[src/rtl/iob_dma_desc_sched_pkg.sv]
// Shared types and helpers for the iob_dma descriptor scheduler.
package iob_dma_desc_sched_pkg;

  typedef enum logic [2:0] {
    ST_IDLE,
    ST_LOAD,
    ST_START,
    ST_WAIT_BUSY,
    ST_WAIT_DONE
  } state_e;

  localparam int DONE_CNT_W = 16;

  // Packed descriptor layout, MSB to LSB: src, dst, length, burstlen, irq_en.
  function automatic int descWidth(input int addrW, input int lengthW, input int burstW);
    return 2 * addrW + lengthW + burstW + 1;
  endfunction

endpackage

[src/rtl/iob_dma_desc_sched_if.sv]
// Configuration/control bus between the descriptor scheduler and iob_dma.
interface iob_dma_desc_sched_if #(
  parameter int AXI_ADDR_W = 24,
  parameter int AXI_LEN_W  = 8,
  parameter int LENGTH_W   = 16
);

  logic [AXI_ADDR_W-1:0] srcAddr;
  logic [AXI_ADDR_W-1:0] dstAddr;
  logic [LENGTH_W-1:0]   length;
  logic [AXI_LEN_W-1:0]  burstLen;
  logic                  start;
  logic                  softRst;
  logic                  busy;

  modport master (
    output srcAddr, dstAddr, length, burstLen, start, softRst,
    input  busy
  );

  modport slave (
    input  srcAddr, dstAddr, length, burstLen, start, softRst,
    output busy
  );

endinterface

[src/rtl/iob_dma_desc_sched_fifo.sv]
// Register FIFO holding packed descriptors; the popped entry is registered
// and stays on data_o until the next pop.
module iob_dma_desc_sched_fifo #(
  parameter int DATA_W = 8,
  parameter int ADDR_W = 2
) (
  input  logic              clk_i,
  input  logic              cke_i,
  input  logic              rst_i,
  input  logic              flush_i,
  input  logic              push_i,
  input  logic [DATA_W-1:0] data_i,
  input  logic              pop_i,
  output logic [DATA_W-1:0] data_o,
  output logic              full_o,
  output logic              empty_o,
  output logic [ADDR_W:0]   level_o
);

  localparam int DEPTH = 2 ** ADDR_W;

  logic [DATA_W-1:0] mem_q [DEPTH];
  logic [ADDR_W-1:0] wrPtr_q;
  logic [ADDR_W-1:0] rdPtr_q;
  logic [ADDR_W:0]   level_q;
  logic [ADDR_W:0]   level_d;
  logic [DATA_W-1:0] data_q;
  logic              doPush;
  logic              doPop;

  assign full_o  = level_q[ADDR_W];
  assign empty_o = (level_q == '0);
  assign level_o = level_q;
  assign data_o  = data_q;
  assign doPush  = push_i & ~full_o & ~flush_i;
  assign doPop   = pop_i & ~empty_o & ~flush_i;

  // Occupancy: a simultaneous push and pop leaves the level unchanged.
  always_comb begin
    level_d = level_q;
    if (doPush && !doPop) begin
      level_d = level_q + (ADDR_W + 1)'(1);
    end else if (doPop && !doPush) begin
      level_d = level_q - (ADDR_W + 1)'(1);
    end
  end

  // Pointers and level; flush empties the queue without touching storage.
  always_ff @(posedge clk_i) begin
    if (rst_i) begin
      wrPtr_q <= '0;
      rdPtr_q <= '0;
      level_q <= '0;
    end else if (cke_i) begin
      if (flush_i) begin
        wrPtr_q <= '0;
        rdPtr_q <= '0;
        level_q <= '0;
      end else begin
        if (doPush) wrPtr_q <= wrPtr_q + ADDR_W'(1);
        if (doPop)  rdPtr_q <= rdPtr_q + ADDR_W'(1);
        level_q <= level_d;
      end
    end
  end

  // Storage array, written on accepted pushes only.
  always_ff @(posedge clk_i) begin
    if (cke_i && doPush) begin
      mem_q[wrPtr_q] <= data_i;
    end
  end

  // Output register captures the head entry at the pop edge.
  always_ff @(posedge clk_i) begin
    if (rst_i) begin
      data_q <= '0;
    end else if (cke_i && doPop) begin
      data_q <= mem_q[rdPtr_q];
    end
  end

endmodule

[src/rtl/iob_dma_desc_sched.sv]
// Descriptor scheduler in front of iob_dma: queues descriptors, issues them
// one at a time, tracks busy, counts completions and flags errors.
module iob_dma_desc_sched
  import iob_dma_desc_sched_pkg::*;
#(
  parameter int AXI_ADDR_W   = 24,
  parameter int AXI_LEN_W    = 8,
  parameter int LENGTH_W     = 16,
  parameter int DESC_DEPTH_W = 2,
  parameter int BUSY_TMO     = 15
) (
  input  logic                    clk_i,
  input  logic                    cke_i,
  input  logic                    rst_i,
  input  logic                    desc_valid_i,
  output logic                    desc_ready_o,
  input  logic [AXI_ADDR_W-1:0]   desc_src_addr_i,
  input  logic [AXI_ADDR_W-1:0]   desc_dst_addr_i,
  input  logic [LENGTH_W-1:0]     desc_length_i,
  input  logic [AXI_LEN_W-1:0]    desc_burstlen_i,
  input  logic                    desc_irq_en_i,
  iob_dma_desc_sched_if.master    dma_if,
  input  logic                    abort_i,
  input  logic                    irq_clr_i,
  output logic                    active_o,
  output logic [DESC_DEPTH_W:0]   queue_level_o,
  output logic [DONE_CNT_W-1:0]   done_cnt_o,
  output logic                    irq_o,
  output logic                    err_o
);

  localparam int DESC_W    = descWidth(AXI_ADDR_W, LENGTH_W, AXI_LEN_W);
  localparam int IRQ_OFF   = 0;
  localparam int BURST_OFF = 1;
  localparam int LEN_OFF   = BURST_OFF + AXI_LEN_W;
  localparam int DST_OFF   = LEN_OFF + LENGTH_W;
  localparam int SRC_OFF   = DST_OFF + AXI_ADDR_W;
  localparam int TMO_W     = $clog2(BUSY_TMO + 1);

  state_e                  state_q, state_d;
  logic [TMO_W-1:0]        tmoCnt_q, tmoCnt_d;
  logic [DONE_CNT_W-1:0]   doneCnt_q, doneCnt_d;
  logic                    irq_q, irq_d;
  logic                    err_q, err_d;
  logic                    softRst_q, softRst_d;
  logic [AXI_ADDR_W-1:0]   dmaSrc_q, dmaDst_q;
  logic [LENGTH_W-1:0]     dmaLen_q;
  logic [AXI_LEN_W-1:0]    dmaBurst_q;
  logic                    pop;
  logic                    loadDma;
  logic                    fifoPush;
  logic                    fifoFull;
  logic                    fifoEmpty;
  logic [DESC_W-1:0]       fifoData;

  assign desc_ready_o = ~fifoFull & ~abort_i;
  assign fifoPush     = desc_valid_i & desc_ready_o;

  iob_dma_desc_sched_fifo #(
    .DATA_W (DESC_W),
    .ADDR_W (DESC_DEPTH_W)
  ) u_fifo (
    .clk_i   (clk_i),
    .cke_i   (cke_i),
    .rst_i   (rst_i),
    .flush_i (abort_i),
    .push_i  (fifoPush),
    .data_i  ({desc_src_addr_i, desc_dst_addr_i, desc_length_i, desc_burstlen_i, desc_irq_en_i}),
    .pop_i   (pop),
    .data_o  (fifoData),
    .full_o  (fifoFull),
    .empty_o (fifoEmpty),
    .level_o (queue_level_o)
  );

  // Next-state logic; abort overrides every state and a completion set beats irq_clr_i.
  always_comb begin
    state_d   = state_q;
    tmoCnt_d  = tmoCnt_q;
    doneCnt_d = doneCnt_q;
    irq_d     = irq_q;
    err_d     = err_q;
    softRst_d = 1'b0;
    pop       = 1'b0;
    loadDma   = 1'b0;
    if (irq_clr_i) irq_d = 1'b0;
    if (abort_i) begin
      state_d   = ST_IDLE;
      softRst_d = 1'b1;
    end else begin
      case (state_q)
        ST_IDLE: begin
          if (!fifoEmpty) begin
            pop     = 1'b1;
            state_d = ST_LOAD;
          end
        end
        ST_LOAD: begin
          loadDma = 1'b1;
          if (fifoData[LEN_OFF +: LENGTH_W] == '0) begin
            err_d   = 1'b1;
            state_d = ST_IDLE;
          end else begin
            state_d = ST_START;
          end
        end
        ST_START: begin
          tmoCnt_d = '0;
          state_d  = ST_WAIT_BUSY;
        end
        ST_WAIT_BUSY: begin
          if (dma_if.busy) begin
            state_d = ST_WAIT_DONE;
          end else if (tmoCnt_q == TMO_W'(BUSY_TMO - 1)) begin
            err_d     = 1'b1;
            softRst_d = 1'b1;
            state_d   = ST_IDLE;
          end else begin
            tmoCnt_d = tmoCnt_q + TMO_W'(1);
          end
        end
        ST_WAIT_DONE: begin
          if (!dma_if.busy) begin
            doneCnt_d = doneCnt_q + DONE_CNT_W'(1);
            if (fifoData[IRQ_OFF]) irq_d = 1'b1;
            state_d = ST_IDLE;
          end
        end
        default: state_d = ST_IDLE;
      endcase
    end
  end

  // Control state, counters and sticky flags.
  always_ff @(posedge clk_i) begin
    if (rst_i) begin
      state_q   <= ST_IDLE;
      tmoCnt_q  <= '0;
      doneCnt_q <= '0;
      irq_q     <= 1'b0;
      err_q     <= 1'b0;
      softRst_q <= 1'b0;
    end else if (cke_i) begin
      state_q   <= state_d;
      tmoCnt_q  <= tmoCnt_d;
      doneCnt_q <= doneCnt_d;
      irq_q     <= irq_d;
      err_q     <= err_d;
      softRst_q <= softRst_d;
    end
  end

  // DMA configuration registers, held stable between LOAD states.
  always_ff @(posedge clk_i) begin
    if (rst_i) begin
      dmaSrc_q   <= '0;
      dmaDst_q   <= '0;
      dmaLen_q   <= '0;
      dmaBurst_q <= '0;
    end else if (cke_i && loadDma) begin
      dmaSrc_q   <= fifoData[SRC_OFF +: AXI_ADDR_W];
      dmaDst_q   <= fifoData[DST_OFF +: AXI_ADDR_W];
      dmaLen_q   <= fifoData[LEN_OFF +: LENGTH_W];
      dmaBurst_q <= fifoData[BURST_OFF +: AXI_LEN_W];
    end
  end

  assign dma_if.srcAddr  = dmaSrc_q;
  assign dma_if.dstAddr  = dmaDst_q;
  assign dma_if.length   = dmaLen_q;
  assign dma_if.burstLen = dmaBurst_q;
  assign dma_if.start    = (state_q == ST_START);
  assign dma_if.softRst  = softRst_q;

  assign active_o   = (state_q != ST_IDLE);
  assign done_cnt_o = doneCnt_q;
  assign irq_o      = irq_q;
  assign err_o      = err_q;

endmodule

[src/flat_wrapper.sv]
// flat-port wrapper written by rule: the top's interface ports become plain ports
module iob_dma_desc_sched_flat import iob_dma_desc_sched_pkg::*;
#(
  parameter int AXI_ADDR_W   = 24,
  parameter int AXI_LEN_W    = 8,
  parameter int LENGTH_W     = 16,
  parameter int DESC_DEPTH_W = 2,
  parameter int BUSY_TMO     = 15
)
  (clk_i, cke_i, rst_i, desc_valid_i, desc_ready_o, desc_src_addr_i, desc_dst_addr_i, desc_length_i, desc_burstlen_i, desc_irq_en_i, abort_i, irq_clr_i, active_o, queue_level_o, done_cnt_o, irq_o, err_o, dma_if_srcAddr, dma_if_dstAddr, dma_if_length, dma_if_burstLen, dma_if_start, dma_if_softRst, dma_if_busy);
  iob_dma_desc_sched_if #(.AXI_ADDR_W(AXI_ADDR_W), .AXI_LEN_W(AXI_LEN_W), .LENGTH_W(LENGTH_W)) dma_if_i ();
  input  logic clk_i;
  input  logic cke_i;
  input  logic rst_i;
  input  logic desc_valid_i;
  output logic desc_ready_o;
  input  logic [AXI_ADDR_W-1:0] desc_src_addr_i;
  input  logic [AXI_ADDR_W-1:0] desc_dst_addr_i;
  input  logic [LENGTH_W-1:0] desc_length_i;
  input  logic [AXI_LEN_W-1:0] desc_burstlen_i;
  input  logic desc_irq_en_i;
  input  logic abort_i;
  input  logic irq_clr_i;
  output logic active_o;
  output logic [DESC_DEPTH_W:0] queue_level_o;
  output logic [DONE_CNT_W-1:0] done_cnt_o;
  output logic irq_o;
  output logic err_o;
  output wire logic [$bits(dma_if_i.srcAddr)-1:0] dma_if_srcAddr;
  output wire logic [$bits(dma_if_i.dstAddr)-1:0] dma_if_dstAddr;
  output wire logic [$bits(dma_if_i.length)-1:0] dma_if_length;
  output wire logic [$bits(dma_if_i.burstLen)-1:0] dma_if_burstLen;
  output wire logic [$bits(dma_if_i.start)-1:0] dma_if_start;
  output wire logic [$bits(dma_if_i.softRst)-1:0] dma_if_softRst;
  input wire logic [$bits(dma_if_i.busy)-1:0] dma_if_busy;
  assign dma_if_srcAddr = dma_if_i.srcAddr;
  assign dma_if_dstAddr = dma_if_i.dstAddr;
  assign dma_if_length = dma_if_i.length;
  assign dma_if_burstLen = dma_if_i.burstLen;
  assign dma_if_start = dma_if_i.start;
  assign dma_if_softRst = dma_if_i.softRst;
  assign dma_if_i.busy = dma_if_busy;
  iob_dma_desc_sched #(.AXI_ADDR_W(AXI_ADDR_W), .AXI_LEN_W(AXI_LEN_W), .LENGTH_W(LENGTH_W), .DESC_DEPTH_W(DESC_DEPTH_W), .BUSY_TMO(BUSY_TMO)) u_core (.clk_i(clk_i), .cke_i(cke_i), .rst_i(rst_i), .desc_valid_i(desc_valid_i), .desc_ready_o(desc_ready_o), .desc_src_addr_i(desc_src_addr_i), .desc_dst_addr_i(desc_dst_addr_i), .desc_length_i(desc_length_i), .desc_burstlen_i(desc_burstlen_i), .desc_irq_en_i(desc_irq_en_i), .dma_if(dma_if_i), .abort_i(abort_i), .irq_clr_i(irq_clr_i), .active_o(active_o), .queue_level_o(queue_level_o), .done_cnt_o(done_cnt_o), .irq_o(irq_o), .err_o(err_o));
endmodule
[config.mk]
export PLATFORM = sky130hd
export DESIGN_NAME = iob_dma_desc_sched_flat
export DESIGN_NICKNAME = d
export VERILOG_FILES = /design/src/rtl/iob_dma_desc_sched_pkg.sv /design/src/rtl/iob_dma_desc_sched_if.sv /design/src/rtl/iob_dma_desc_sched_fifo.sv /design/src/rtl/iob_dma_desc_sched.sv /design/src/flat_wrapper.sv
export SDC_FILE = /design/constraint.sdc
export NUM_CORES = 1
export LEC_CHECK = 0
export ABC_AREA = 1
export BUFFER_PORTS_ARGS = -buffer_cell sky130_fd_sc_hd__clkbuf_2
export CAP_MARGIN = 25
export CORE_ASPECT_RATIO = 0.8
export CORE_MARGIN = 2
export CORE_UTILIZATION = 50
export CTS_BUF_LIST = sky130_fd_sc_hd__clkbuf_16
export CTS_CLUSTER_DIAMETER = 80
export CTS_CLUSTER_SIZE = 30
export DETAILED_ROUTE_END_ITERATION = 6
export PLACE_DENSITY = 0.72
export SKIP_LAST_GASP = 1
export SYNTH_ARGS = -nofsm -noshare
export SYNTH_HDL_FRONTEND = slang
export SYNTH_HIERARCHICAL = 1
export SYNTH_SLANG_ARGS = --single-unit
[constraint.sdc]
create_clock -name clk_i -period 4.9 [get_ports clk_i]
set_input_delay 0.735 -clock clk_i [delete_from_list [all_inputs] [get_ports clk_i]]
set_output_delay 0.735 -clock clk_i [all_outputs]
set_load 0.01 [all_outputs]
# After elaboration in Yosys (flattened, before gate mapping)
# Memory sizes are Yosys's and may differ from the RTL's. A register that Yosys moved wholly into a read port is not among the register bits.
# Cells that the tools add are included.
# word_totals
register_bits,105
ramBits,292
inputBits,80
out_inout_bits,97
word_cells,102
memories,1
# classes
add_sub_neg,6
n_eq_ne,12
mux,37
n_bitwise,10
n_reduce_logical,23
# mem_list
memory,words,word_bits,read_ports,rd_ports_with_merged_regs,write_ports,line,rtl
u_core.u_fifo.mem_q,4,73,1,1,1,iob_dma_desc_sched_fifo.sv:22,logic [DATA_W-1:0] mem_q [DEPTH];
# ops
operator,count
3-bit two-way mux,8
1-bit two-way mux,19
"16-bit by 1-bit adder with 16-bit output, second input constant",1
16-bit logical NOT,1
3-bit case mux with 5 select lines,1
2-bit two-way mux,5
4-bit two-way mux,2
4-bit case mux with 2 select lines,1
4-bit AND reduction,2
2-bit nonzero test,4
1-bit bitwise AND,6
"3-bit by 2-bit == test with 1-bit output, second input constant",2
3-bit logical NOT,2
"3-bit != test, second input constant",2
2-bit AND reduction,3
6-bit AND reduction,1
3-bit nonzero test,2
1-bit logical AND,5
5-bit AND reduction,1
"2-bit by 1-bit adder with 2-bit output, second input constant",2
"4-bit by 1-bit adder with 4-bit output, second input constant",1
"4-bit == test, second input constant",1
"2-bit by 1-bit != test with 1-bit output, second input constant",2
"2-bit != test, second input constant",2
other kinds (8),12

# Depth between registers and ports, before layout
# Gate-level depths: netlist (run 1).
# logic_depth
ltp_word,10
ltp_mapped,13
depth_no_buf,13

# Cells and area by module
# The synthesis (run 1) kept the hierarchy.
# by_module_without_submodules
mod,instances,cells_per_inst,area_per_inst_um2,seq_area_each_um2
iob_dma_desc_sched_fifo,1,1168,14053.5,10369.9
iob_dma_desc_sched,1,566,4342.9,1961.9

# Least setup slack after synthesis (run 1)
# No wires, ideal clock.
# synth_path
path_kind,input port to flip-flop
startpoint,input abort_i
endpoint,memory u_core/u_fifo/mem_q[0][0] in the netlist's numbering (enable)
setup_time_ps,505
t_arrival_ps,4537
required_time_ps,4395
setup_slack_ps,-142
path_stages,6
path_buffers,1
path_cell_list,buf_6 nor3b_1 nand2_1 nor2_1 nand2_1 nor2_1
# synth_between
elab_chain_len,8
# synth_lines
item,line,rtl
from (decl),flat_wrapper.sv:22,input logic abort_i;
1-bit NOT (no source line),--,
1-bit bitwise AND,iob_dma_desc_sched.sv:56,assign desc_ready_o = ~fifoFull & ~abort_i;
1-bit bitwise AND,iob_dma_desc_sched.sv:57,assign fifoPush = desc_valid_i & desc_ready_o;
named net u_core.fifoPush,iob_dma_desc_sched.sv:51,logic fifoPush;
1-bit bitwise AND (2 in series),iob_dma_desc_sched_fifo.sv:35,assign doPush = push_i & ~full_o & ~flush_i;
1-bit logical AND,iob_dma_desc_sched_fifo.sv:69,if (cke_i && doPush) begin
1-bit two-way mux,iob_dma_desc_sched_fifo.sv:69,
1-bit two-way mux (not written as such),iob_dma_desc_sched_fifo.sv:70,mem_q[wrPtr_q] <= data_i;
to (decl),iob_dma_desc_sched_fifo.sv:22,
# The timed path passes the listed nets, and every way through them passes these cells.

# Final worst setup path (run 1)
# layout_path
startpoint,input abort_i
endpoint,memory u_core/u_fifo/mem_q[0][36] in the netlist's numbering (enable)
# The elaborated chain is that of the path after synthesis.

==> results of run 1 <==
[placed cells by master, fill, tap and decap left out, drive strengths merged]
cell type | netlist | final
clkbuf | 51 | 199
diode | 0 | 4
nand2 | 89 | 89
nor3 | 9 | 9
xnor2 | 2 | 2
nand3 | 16 | 16
buf | 51 | 17
o21ai | 383 | 383
nor2 | 431 | 431
or2 | 1 | 1
clkinv | 2 | 3
edfxtp | 292 | 292
a21oi | 99 | 99
inv | 118 | 130
a211oi | 1 | 1
ha | 7 | 7
dfxtp | 178 | 178
o21bai | 1 | 1
nor3b | 2 | 2
fa | 1 | 1
[critical path: stages]
cell and delay (ns):
sky130_fd_sc_hd__clkbuf_2 0.23, sky130_fd_sc_hd__nor3b_1 0.34, sky130_fd_sc_hd__nand2_1 0.09, sky130_fd_sc_hd__nor2_1 0.20, sky130_fd_sc_hd__nand2_1 0.30, sky130_fd_sc_hd__nor2_4 0.47
sky130_fd_sc_hd__buf_4 0.50
[power groups by stage]
stage	logic [mW]	clock network (mW)	registers [mW]
after CTS	0.323	2.11	4.27
final	0.326	2.06	4.27
after floorplan	0.187	0	4.36
after global placement	0.315	0	4.36
after detailed placement	0.322	0	4.36
after global routing	0.368	2.24	4.28
[final cells by class]
type	instances	area (sq um)
diodes	4	10.0
clock buffers	23	576
clock inverters	13	82.6
fillers	3046	15900
inverters	120	470
multi-input cells	1042	4960
flip-flops and latches	470	12300
well taps	480	601
repair buffers	193	1110
[state kept, by name, summed over array words and instances, names as in the netlist]
name and count:
u_core/u_fifo/mem_q 292, u_core/u_fifo/data_o 73, u_core/dma_if.dstAddr 24, u_core/dma_if.srcAddr 24, u_core/dma_if.length 16, u_core/done_cnt_o 16, u_core/dma_if.burstLen 8, u_core/tmoCnt_q 4
u_core/state_q 3, u_core/u_fifo/level_o 3, u_core/u_fifo/rdPtr_q 2, u_core/u_fifo/wrPtr_q 2, u_core/dma_if.softRst 1, u_core/err_o 1, u_core/irq_o 1
[layer usage]
layer  GRT usage (%)  part of all wire (%)  vias up  wire length [microns]
met2            32.9                    47      314                  18300
met4            4.90                   1.9        4                    746
li1                -                     -     6071                      -
met1            28.4                    46     5856                  18200
met5               0                 0.046        -                     18
met3            3.22                   5.4       56                   2140
[metrics by stage]
stage,hold WS (ns),std cells
2_1_floorplan,0.420,1734
5_1_grt,0.376,2344
3_3_place_gp,0.429,2302
4_1_cts,0.367,2339
3_5_place_dp,0.435,2303
6_report,0.394,2345
[final timing paths]
path | start | end | slack, ns | cells after the start
max | abort_i | u_core/u_fifo/mem_q[0][36]$_DFFE_PP_ | 2.20 | 7
min | desc_dst_addr_i[4] | u_core/u_fifo/mem_q[3][29]$_DFFE_PP_ | 0.39 | 1
max reg2reg | u_core/state_q[0]$_SDFFE_PP0P_ | u_core/dma_if.burstLen[4]$_SDFFE_PP0P_ | 2.26 | 7
min reg2reg | u_core/u_fifo/data_o[49]$_SDFFE_PP0P_ | u_core/u_fifo/data_o[49]$_SDFFE_PP0P_ | 0.45 | 2
[logic make-up (layout without fill, tap and decap cells)]
family	Yosys count	count (layout)
xor gates and xnor gates	2	2
and+or+nand+nor	548	548
DFF	470	470
AOI/OAI and AO/OA	484	484
buffers and inverters	222	349
other	0	4
adders and majority gates	8	8
==> results.txt, run 1 <==
----------------------------------------------------
[Setup path]
  Critical path required time ... 5.10 ns
  Type of the setup path with the least slack ... in2reg
  WP data arrival ... 2.90 ns
  Category of the worst setup path capture point ... flop
  Maximum fanout encountered on the critical timing path ... 30
  Type of origin of the critical path ... input port

[Route]
  Via count ... about 12000
  Remaining antenna violation count after routing ... 0
  Post-detailed-route wirelength per cell ... 16.8 microns
  First drt pass iteration count ... 5
  Post-detailed-routing wire length ... between 30000 and 40000 microns
  Detailed Route Iter0 Violations ... 1123
  Drt via density ... between 5 and 6
  Remaining routing DRC violations ... 0

[Status]
  Result of the run ... finished, final reports clean

[Clock tree]
  Clk_lat worst skew ... approximately 0.55 ns
  # hold bufs at CTS ... 0
  CTS Root Buffer Type ... sky130_fd_sc_hd__clkbuf_16
  Total CTS buffers ... 20
  Clock tree from TritonCTS ... built
  Number of sinks on the clock net ... 470
  Total number of H-tree levels ... 1
  Number of resized instances in the post-cts repair step ... 0
  Buffer depth of the longest clock path ... 3
  Reg clk slew, reported paths ... 0.11 ns
  Buffers inserted during post-CTS setup optimization ... 0

[STA]
  Setup repair after global routing missed its margin ... false
  Max-slew violation count ... 0
  Final hold vios ... 0
  Slew at the pin closest to its max-slew limit ... 0.943 ns
  Number of setup violations in the final report ... 0
  Fin crit period ... around 2.7 ns
  Post-layout worst setup margin ... 2.20 ns
  Peak Freq ... 370 MHz
  Total negative slack for setup checks ... 0 ns
  Headroom to the max-slew limit ... 37.1%
  Post-route clock period utilization ... 55.1%
  Final setup skew ... 0.0234 ns

[Yosys]
  Ys flop type ... sky130_fd_sc_hd__edfxtp_1
  Nets in the synthesized netlist ... 1822
  Yosys warning count ... 6
  Sequential-to-total area share from yosys stat ... ~67%
  Most used standard cell by instance count after synthesis ... sky130_fd_sc_hd__nor2_1
  Top cells by count, synth ... sky130_fd_sc_hd__nor2_1 (365), sky130_fd_sc_hd__edfxtp_1 (292), sky130_fd_sc_hd__o21ai_0 (268), sky130_fd_sc_hd__dfxtp_1 (178), sky130_fd_sc_hd__o21ai_1 (115)
  Yosys top cell by area ... sky130_fd_sc_hd__edfxtp_1
  Dominant combinational cell family by area after synthesis ... compound AO/OA/AOI/OAI gates
  Post-synthesis share of cell area spent on and, or, nand and nor gates ... ~13%
  Number of distinct library cells after synthesis ... 38
  Number of flops mapped to enable cells by yosys ... between 200 and 300
  Compound-cell area share of the yosys netlist ... 13.2%
  Async set-or-reset flop fraction in the synthesized netlist ... 0%
  Synth Area in Adders ... 0.585%
  Flop and latch count out of synthesis ... between 400 and 500
  Proportion of synthesized area in mux cells ... 0%
  Average size of a mapped cell ... 10.6 sq um
  Synthesized instance count ... ~1700
  Xor/xnor cell area share of the yosys netlist ... 0.0952%
  Area share of the largest cell type after synthesis ... a little under half
  Cell area after technology mapping ... 0.0184 sq mm
  Main area contributors after synthesis ... sky130_fd_sc_hd__edfxtp_1 (48%), sky130_fd_sc_hd__dfxtp_1 (19%), sky130_fd_sc_hd__nor2_1 (7.4%)

[Power and ir drop]
  Sequential group share of total power ... 64.2%
  Clock network power share ... 30.9%
  Internal portion of total power ... ~5.2 mW
  Post-route total power ... about 6.7 mW
  Lkg Pwr ... between 7 and 8 nW
  Switching component of the power ... between 1 and 1.5 mW
  Net switching fraction of the power ... 21.5%
  Combinational share of power ... 4.9%
  VDD IR-drop max ... between 200 and 300 uV
  Power density over the cells ... 330 mW/mm^2

[Global routing]
  Overall track demand over capacity in global routing ... between 20% and 30%
  Initial antenna violation count ... 5
  Via count of the first global-routing pass ... ~12000
  Pin count of the biggest net entering global routing ... slightly above 100
  First-pass GRT wire length ... 61200 microns
  Global route overflow ... 0

[Placed design]
  Place WS ... 1.62 ns
  Routability congestion estimate ... between 0.8 and 0.9
  Placed wire-length estimate after detailed placement ... about 23000 microns
  Post-detailed-placement cell area ... 0.0194 sq mm
  IO Port Bufs ... 176

[Die]
  Placeable core area ... 0.0361 sq mm
  Io pins ... approximately 180
  Die width ... 218 microns
  Row count ... 62
  Die area ... 0.0384 sq mm
  Effective utilization at floorplan ... 51.0%
  Die height ... 176 microns

[Hold path]
  Hold crit path type ... in2reg

[Cells and area]
  Area growth from synthesis to layout ... 9.51%
  Nets@finish ... ~1900
  Post-Route Utilization ... 55.8%
  Fraction of layout instances using a drive strength above 1 ... 17.0%
  Area of all placed cells without fillers ... between 0.02 and 0.025 sq mm

[Flow run]
  # Max-Cap Violations ... 0

----------------------------------------------------
Power figures use the tool's default switching activity.
==> run 2: changes to the inputs <==
- PLACE_DENSITY: 0.72 -> 0.69
- clock period: 4.9 -> 2.65 ns (I/O delays scaled with it)
==> results.txt, run 2 (same netlist as run 1, synthesis figures left out) <==
----------------------------------------------------
[Global routing]
  Overall track demand over capacity in global routing ... ~20%
  Initial antenna violation count ... 4
  Pin count of the biggest net entering global routing ... 74
  Global route overflow ... 0
  First-pass GRT wire length ... between 60000 and 70000 microns
  Via count of the first global-routing pass ... between 10000 and 15000

[Clock tree]
  Buffers inserted during post-CTS setup optimization ... 0
  Reg clk slew, reported paths ... 0.12 ns
  Number of resized instances in the post-cts repair step ... 0
  Number of sinks on the clock net ... 470
  CTS Root Buffer Type ... sky130_fd_sc_hd__clkbuf_16
  Buffer depth of the longest clock path ... 3
  # hold bufs at CTS ... 0
  Clk_lat worst skew ... 0.55 ns
  Clock tree from TritonCTS ... built
  Total CTS buffers ... 20
  Total number of H-tree levels ... 1

[Setup path]
  Type of the setup path with the least slack ... reg2reg
  Category of the worst setup path capture point ... flop
  Slowest library cell on the worst path ... sky130_fd_sc_hd__dfxtp_1
  Longest individual stage delay on the worst path ... 0.44 ns
  Type of origin of the critical path ... flop
  WP data arrival ... 2.67 ns
  Maximum fanout encountered on the critical timing path ... 47
  Critical path required time ... 3.09 ns
  R2r worst-path depth ... 9
  Cell breakdown of the critical path ... nor2_1, nand2_1, nor3_1, nand2_2, inv_2, nand3_4, buf_12, o21ai_0, a21oi_1

[STA]
  Fin crit period ... 2.22 ns
  Number of setup violations in the final report ... 0
  Setup repair after global routing missed its margin ... false
  WHS ... 0.0631 ns
  Headroom to the max-slew limit ... 63.9%
  Total negative slack for setup checks ... 0 ns
  Peak Freq ... about 450 MHz
  Post-route clock period utilization ... a little over four fifths
  Slew at the pin closest to its max-slew limit ... 0.535 ns
  Final hold vios ... 0
  Final setup skew ... 0.0226 ns
  Max-slew violation count ... 0

[Die]
  Effective utilization at floorplan ... 51.0%
  Io pins ... ~180
  Row count ... 62
  Die width ... 218 microns
  Die height ... 176 microns
  Die area ... around 0.038 sq mm
  Placeable core area ... 0.0361 sq mm

[Power and ir drop]
  Sequential group share of total power ... 64.2%
  VDD IR-drop max ... around 370 uV
  Clock network power share ... ~31%
  Lkg Pwr ... 7.30 nW
  Switching component of the power ... 2.63 mW
  Net switching fraction of the power ... roughly 21%
  Internal portion of total power ... 9.65 mW
  Power density over the cells ... 605 mW/mm^2
  Combinational share of power ... 5.0%

[Cells and area]
  Count of placed standard cells in the final layout, fillers left out ... 2355
  Area growth from synthesis to layout ... 10.4%
  Max reg flops ... 292
  Register with the most flip-flops ... u_core/u_fifo/mem_q
  Fraction of layout instances using a drive strength above 1 ... 17.7%
  Area of all placed cells without fillers ... just over 0.02 sq mm
  Nets@finish ... around 2000
  Most common cell after layout, fill and taps aside ... sky130_fd_sc_hd__nor2_1
  Most frequent cells in the layout ... sky130_fd_sc_hd__nor2_1 (360), sky130_fd_sc_hd__edfxtp_1 (292), sky130_fd_sc_hd__o21ai_0 (268)

[Route]
  Remaining antenna violation count after routing ... 0
  Detailed Route Iter0 Violations ... 1123
  Via count ... around 12000
  Post-detailed-routing wire length ... 38900 microns
  Post-detailed-route wirelength per cell ... 16.5 microns
  First drt pass iteration count ... 5
  Drt via density ... 5.18
  Remaining routing DRC violations ... 0

[Placed design]
  Post-detailed-placement cell area ... 0.0197 sq mm
  Routability congestion estimate ... about 0.88
  Placed wire-length estimate after detailed placement ... 24300 microns
  Placed Instances ... approximately 2300
  IO Port Bufs ... 176

[Status]
  Result of the run ... finished, final reports clean

[Flow run]
  # Max-Cap Violations ... 0

[Hold path]
  Hold crit path type ... in2reg
  Hold path cells ... 1

----------------------------------------------------
## run 2: changes by cell type in the layout (fill, tap and decap cells not counted), sizes merged
cell,previous run,this run
clkbuf,199,198
buf,17,30
bufinv,0,1
diode,4,2
clkinv,3,2
## run 2: critical path, delay by kind of cell, from the launching register on
family | cells | cell delay (ns)
simple gates | 5 | 1.00
flops | 1 | 0.44
buf+inv | 2 | 0.38
compound gates | 2 | 0.27
## run 2: path summary, 6_finish.rpt
check                                                           start                                    end  slack [ns]
worst max-delay path                   u_core/state_q[0]$_SDFFE_PP0P_  u_core/u_fifo/data_o[10]$_SDFFE_PP0P_        0.43
worst min-delay path                               desc_src_addr_i[9]   u_core/u_fifo/mem_q[1][58]$_DFFE_PP_        0.06
worst max register to register         u_core/state_q[0]$_SDFFE_PP0P_  u_core/u_fifo/data_o[10]$_SDFFE_PP0P_        0.43
worst min register to register  u_core/u_fifo/data_o[49]$_SDFFE_PP0P_  u_core/u_fifo/data_o[49]$_SDFFE_PP0P_        0.45
## run 2: cell type report
type / instances / area [sq um]
fill: 3087 / 15800
timing repair buffer: 206 / 1280
multi-input combinational: 1042 / 4980
clock inverter: 13 / 91.3
tap: 480 / 601
sequential: 470 / 12300
antenna: 2 / 5.00
inverter: 120 / 470
clock buffer: 22 / 551
## run 2: through the flow
stage          utilization (%)  power, mW  setup slack (ns)
6_report                  56.3       12.3             0.426
4_1_cts                   56.3       12.4             0.425
2_1_floorplan                -       8.42           0.00788
3_5_place_dp              54.5       8.67             0.472
5_1_grt                   56.3       12.7             0.125
3_3_place_gp              54.5       8.65             0.495
## run 2: routing by layer
metal  track usage (%)  share of wire, %  vias to the layer above
li1                  -                 -                     6111
met1              28.7                46                     5759
met2              32.8                46                      278
met3              3.26               5.5                       41
met4              3.71               1.5                        6
met5                 0              0.13                        -
## run 2: power by group through the flow
stage                     Sequential (mW)  Combinational, mW  Clock, mW
final                                7.89              0.609       3.78
after global routing                 7.90              0.691       4.15
after CTS                            7.89              0.614       3.89
after detailed placement             8.06              0.611          0
after global placement               8.06              0.598          0
after floorplan                      8.07              0.349          0
==> run 3: changes to the inputs <==
- PLACE_DENSITY: 0.69 -> 0.72
- clock period: 2.65 -> 1.9 ns (I/O delays scaled with it)
==> results.txt, run 3 (same netlist as run 1, synthesis figures left out) <==
----------------------------------------------------
[Cells and area]
  Most common cell after layout, fill and taps aside ... sky130_fd_sc_hd__nor2_1
  Fraction of layout instances using a drive strength above 1 ... 19.1%
  Most frequent cells in the layout ... sky130_fd_sc_hd__nor2_1 (358), sky130_fd_sc_hd__edfxtp_1 (292), sky130_fd_sc_hd__o21ai_0 (264)
  Post-Route Utilization ... between 50% and 60%
  Register with the most flip-flops ... u_core/u_fifo/mem_q
  Area of all placed cells without fillers ... about 0.022 sq mm
  Nets@finish ... 2061
  Max reg flops ... 292
  Filler Cell Count ... 2914
  Area growth from synthesis to layout ... 17.6%

[Die]
  Placeable core area ... 0.0361 sq mm
  Row count ... just over 60
  Effective utilization at floorplan ... between 50% and 60%
  Io pins ... approximately 180
  Die area ... 0.0384 sq mm
  Die height ... 176 microns
  Die width ... 218 microns

[Setup path]
  CP Buf/Inv Count ... 2
  Longest individual stage delay on the worst path ... 0.43 ns
  Worst reg-to-reg setup slack ... -0.06 ns
  Worst reg2reg path startpoint ... u_core/u_fifo/level_o[2]$_SDFFE_PP0P_
  Maximum fanout encountered on the critical timing path ... 4
  Top cell by count, worst path ... sky130_fd_sc_hd__nand2_2
  WP data arrival ... 2.44 ns
  Type of origin of the critical path ... flop
  Launch point of the critical path ... u_core/u_fifo/level_o[2]$_SDFFE_PP0P_
  Slowest library cell on the worst path ... sky130_fd_sc_hd__fa_1
  Critical path required time ... 2.39 ns
  Cell breakdown of the critical path ... buf_6, nor3b_4, nand2_2, nor2_4, nand2_2, inv_2, fa_1, nor2_2, o21ai_1, nor2_1
  Category of the worst setup path capture point ... flop
  Kind of cell adding the most delay to the critical path ... simple AND/OR/NAND/NOR gates
  Type of the setup path with the least slack ... reg2reg

[Route]
  Via count ... roughly 13000
  Post-detailed-route wirelength per cell ... 17.3 microns
  Remaining antenna violation count after routing ... 0
  Drt via density ... ~5.3
  Post-detailed-routing wire length ... 42800 microns
  First drt pass iteration count ... 7
  Detailed Route Iter0 Violations ... 1369
  Remaining routing DRC violations ... 0

[Flow run]
  # Max-Cap Violations ... 0

[Clock tree]
  Total CTS buffers ... 20
  CTS Root Buffer Type ... sky130_fd_sc_hd__clkbuf_16
  Total number of H-tree levels ... 1
  Clock tree from TritonCTS ... built
  Number of sinks on the clock net ... 470
  Buffer depth of the longest clock path ... 3
  Reg clk slew, reported paths ... around 0.11 ns
  Clk_lat worst skew ... 0.55 ns

[Hold path]
  Hold crit path type ... in2reg
  Launch point of the worst hold path ... desc_src_addr_i[16]

[Placed design]
  Routability congestion estimate ... 0.858
  Post-detailed-placement cell area ... 0.0200 sq mm
  Placed wire-length estimate after detailed placement ... approximately 26000 microns
  IO Port Bufs ... 176

[Global routing]
  Global routing met3 resource utilization ... under 10%
  First-pass GRT wire length ... about 65000 microns
  Via count of the first global-routing pass ... 12200
  Initial antenna violation count ... 1
  Pin count of the biggest net entering global routing ... 97
  Overall track demand over capacity in global routing ... about a fifth
  Global route overflow ... 0
  GRT Max-Usage Layer ... met2
  Met2 capacity usage during global routing ... 34.6%
  Met1 usage ... 31.3%

[STA]
  Number of setup violations in the final report ... 87
  Headroom to the max-slew limit ... 65.7%
  Final hold vios ... 0
  Fin crit period ... 1.96 ns
  Slew at the pin closest to its max-slew limit ... around 0.51 ns
  Peak Freq ... ~510 MHz
  Post-route clock period utilization ... 103%
  Max-slew violation count ... 0
  Post-layout worst setup margin ... -0.0596 ns
  Final setup skew ... approximately 0.027 ns
  Setup repair after global routing missed its margin ... true

[Power and ir drop]
  VDD IR-drop max ... a little over 600 uV
  Lkg Pwr ... 7.88 nW
  Power density over the cells ... 798 mW/mm^2

[Status]
  Result of the run ... complete, but fails checks
  Failing checks ... negative setup slack

----------------------------------------------------
[run 3: cell count changes in the layout (fill, tap and decap cells not counted), sizes merged]
cell	delta
buf	+35
diode	-1
inv	+2
bufinv	-1
clkbuf	+5
dlygate4sd3	+72
clkinv	+1
[run 3: timing repair]
item / 4_1_cts / 5_1_grt
hold buffers: 72 / 0
cloned: 0 / 7
endpoints found under the setup margin: 21 / 231
pin swaps: 0 / 13
hold endpoints to repair: 285 / 0
buffers inserted: 0 / 6
resized for setup: 2 / 18
[run 3: per-stage QoR]
step / instances / hold slack [ns] / total power, mW / setup TNS (ns) / setup WS [ns]
2_1_floorplan: 1734 / 0.354 / 11.7 / -158.99 / -0.560
3_3_place_gp: 2346 / 0.429 / 12.1 / 0 / 0.0349
3_5_place_dp: 2346 / 0.433 / 12.2 / -0.122 / -0.0291
4_1_cts: 2454 / 0.00492 / 17.3 / 0 / 0.0273
5_1_grt: 2468 / 0.00116 / 17.8 / -7.74 / -0.105
6_report: 2468 / 0.0367 / 17.3 / -1.21 / -0.0596
[run 3: where the power goes]
| part | total (mW) | switching [mW] | internal, mW |
|---|---|---|---|
| clock | 5.17 | 3.08 | 2.08 |
| combinational | 1.09 | 0.643 | 0.449 |
| sequential | 11.0 | 0.0681 | 10.9 |
[run 3: metal layers]
metal / up-vias / part of all wire [%]
li1: 6322 / -
met2: 478 / 47
met5: - / 0
met4: 0 / 1.6
met3: 42 / 7.1
met1: 6233 / 45
[run 3: area by class of cell]
cell class | count | area [sq um] | share of cell area, %
diodes | 1 | 2.50 | 0.0116
clock buffers | 21 | 526 | 2.43
clock inverters | 15 | 92.6 | 0.428
inverters | 120 | 470 | 2.17
multi-input cells | 1042 | 5000 | 23.1
flip-flops and latches | 470 | 12300 | 57.0
well taps | 480 | 601 | 2.78
repair buffers | 319 | 2600 | 12.0
[run 3: worst paths after layout]
path | cells after the start | end
setup / recovery | 10 | u_core/u_fifo/level_o[1]$_SDFFE_PP0P_
hold / removal | 1 | u_core/u_fifo/mem_q[0][65]$_DFFE_PP_
setup reg to reg | 10 | u_core/u_fifo/level_o[1]$_SDFFE_PP0P_
hold reg to reg | 2 | u_core/u_fifo/data_o[50]$_SDFFE_PP0P_
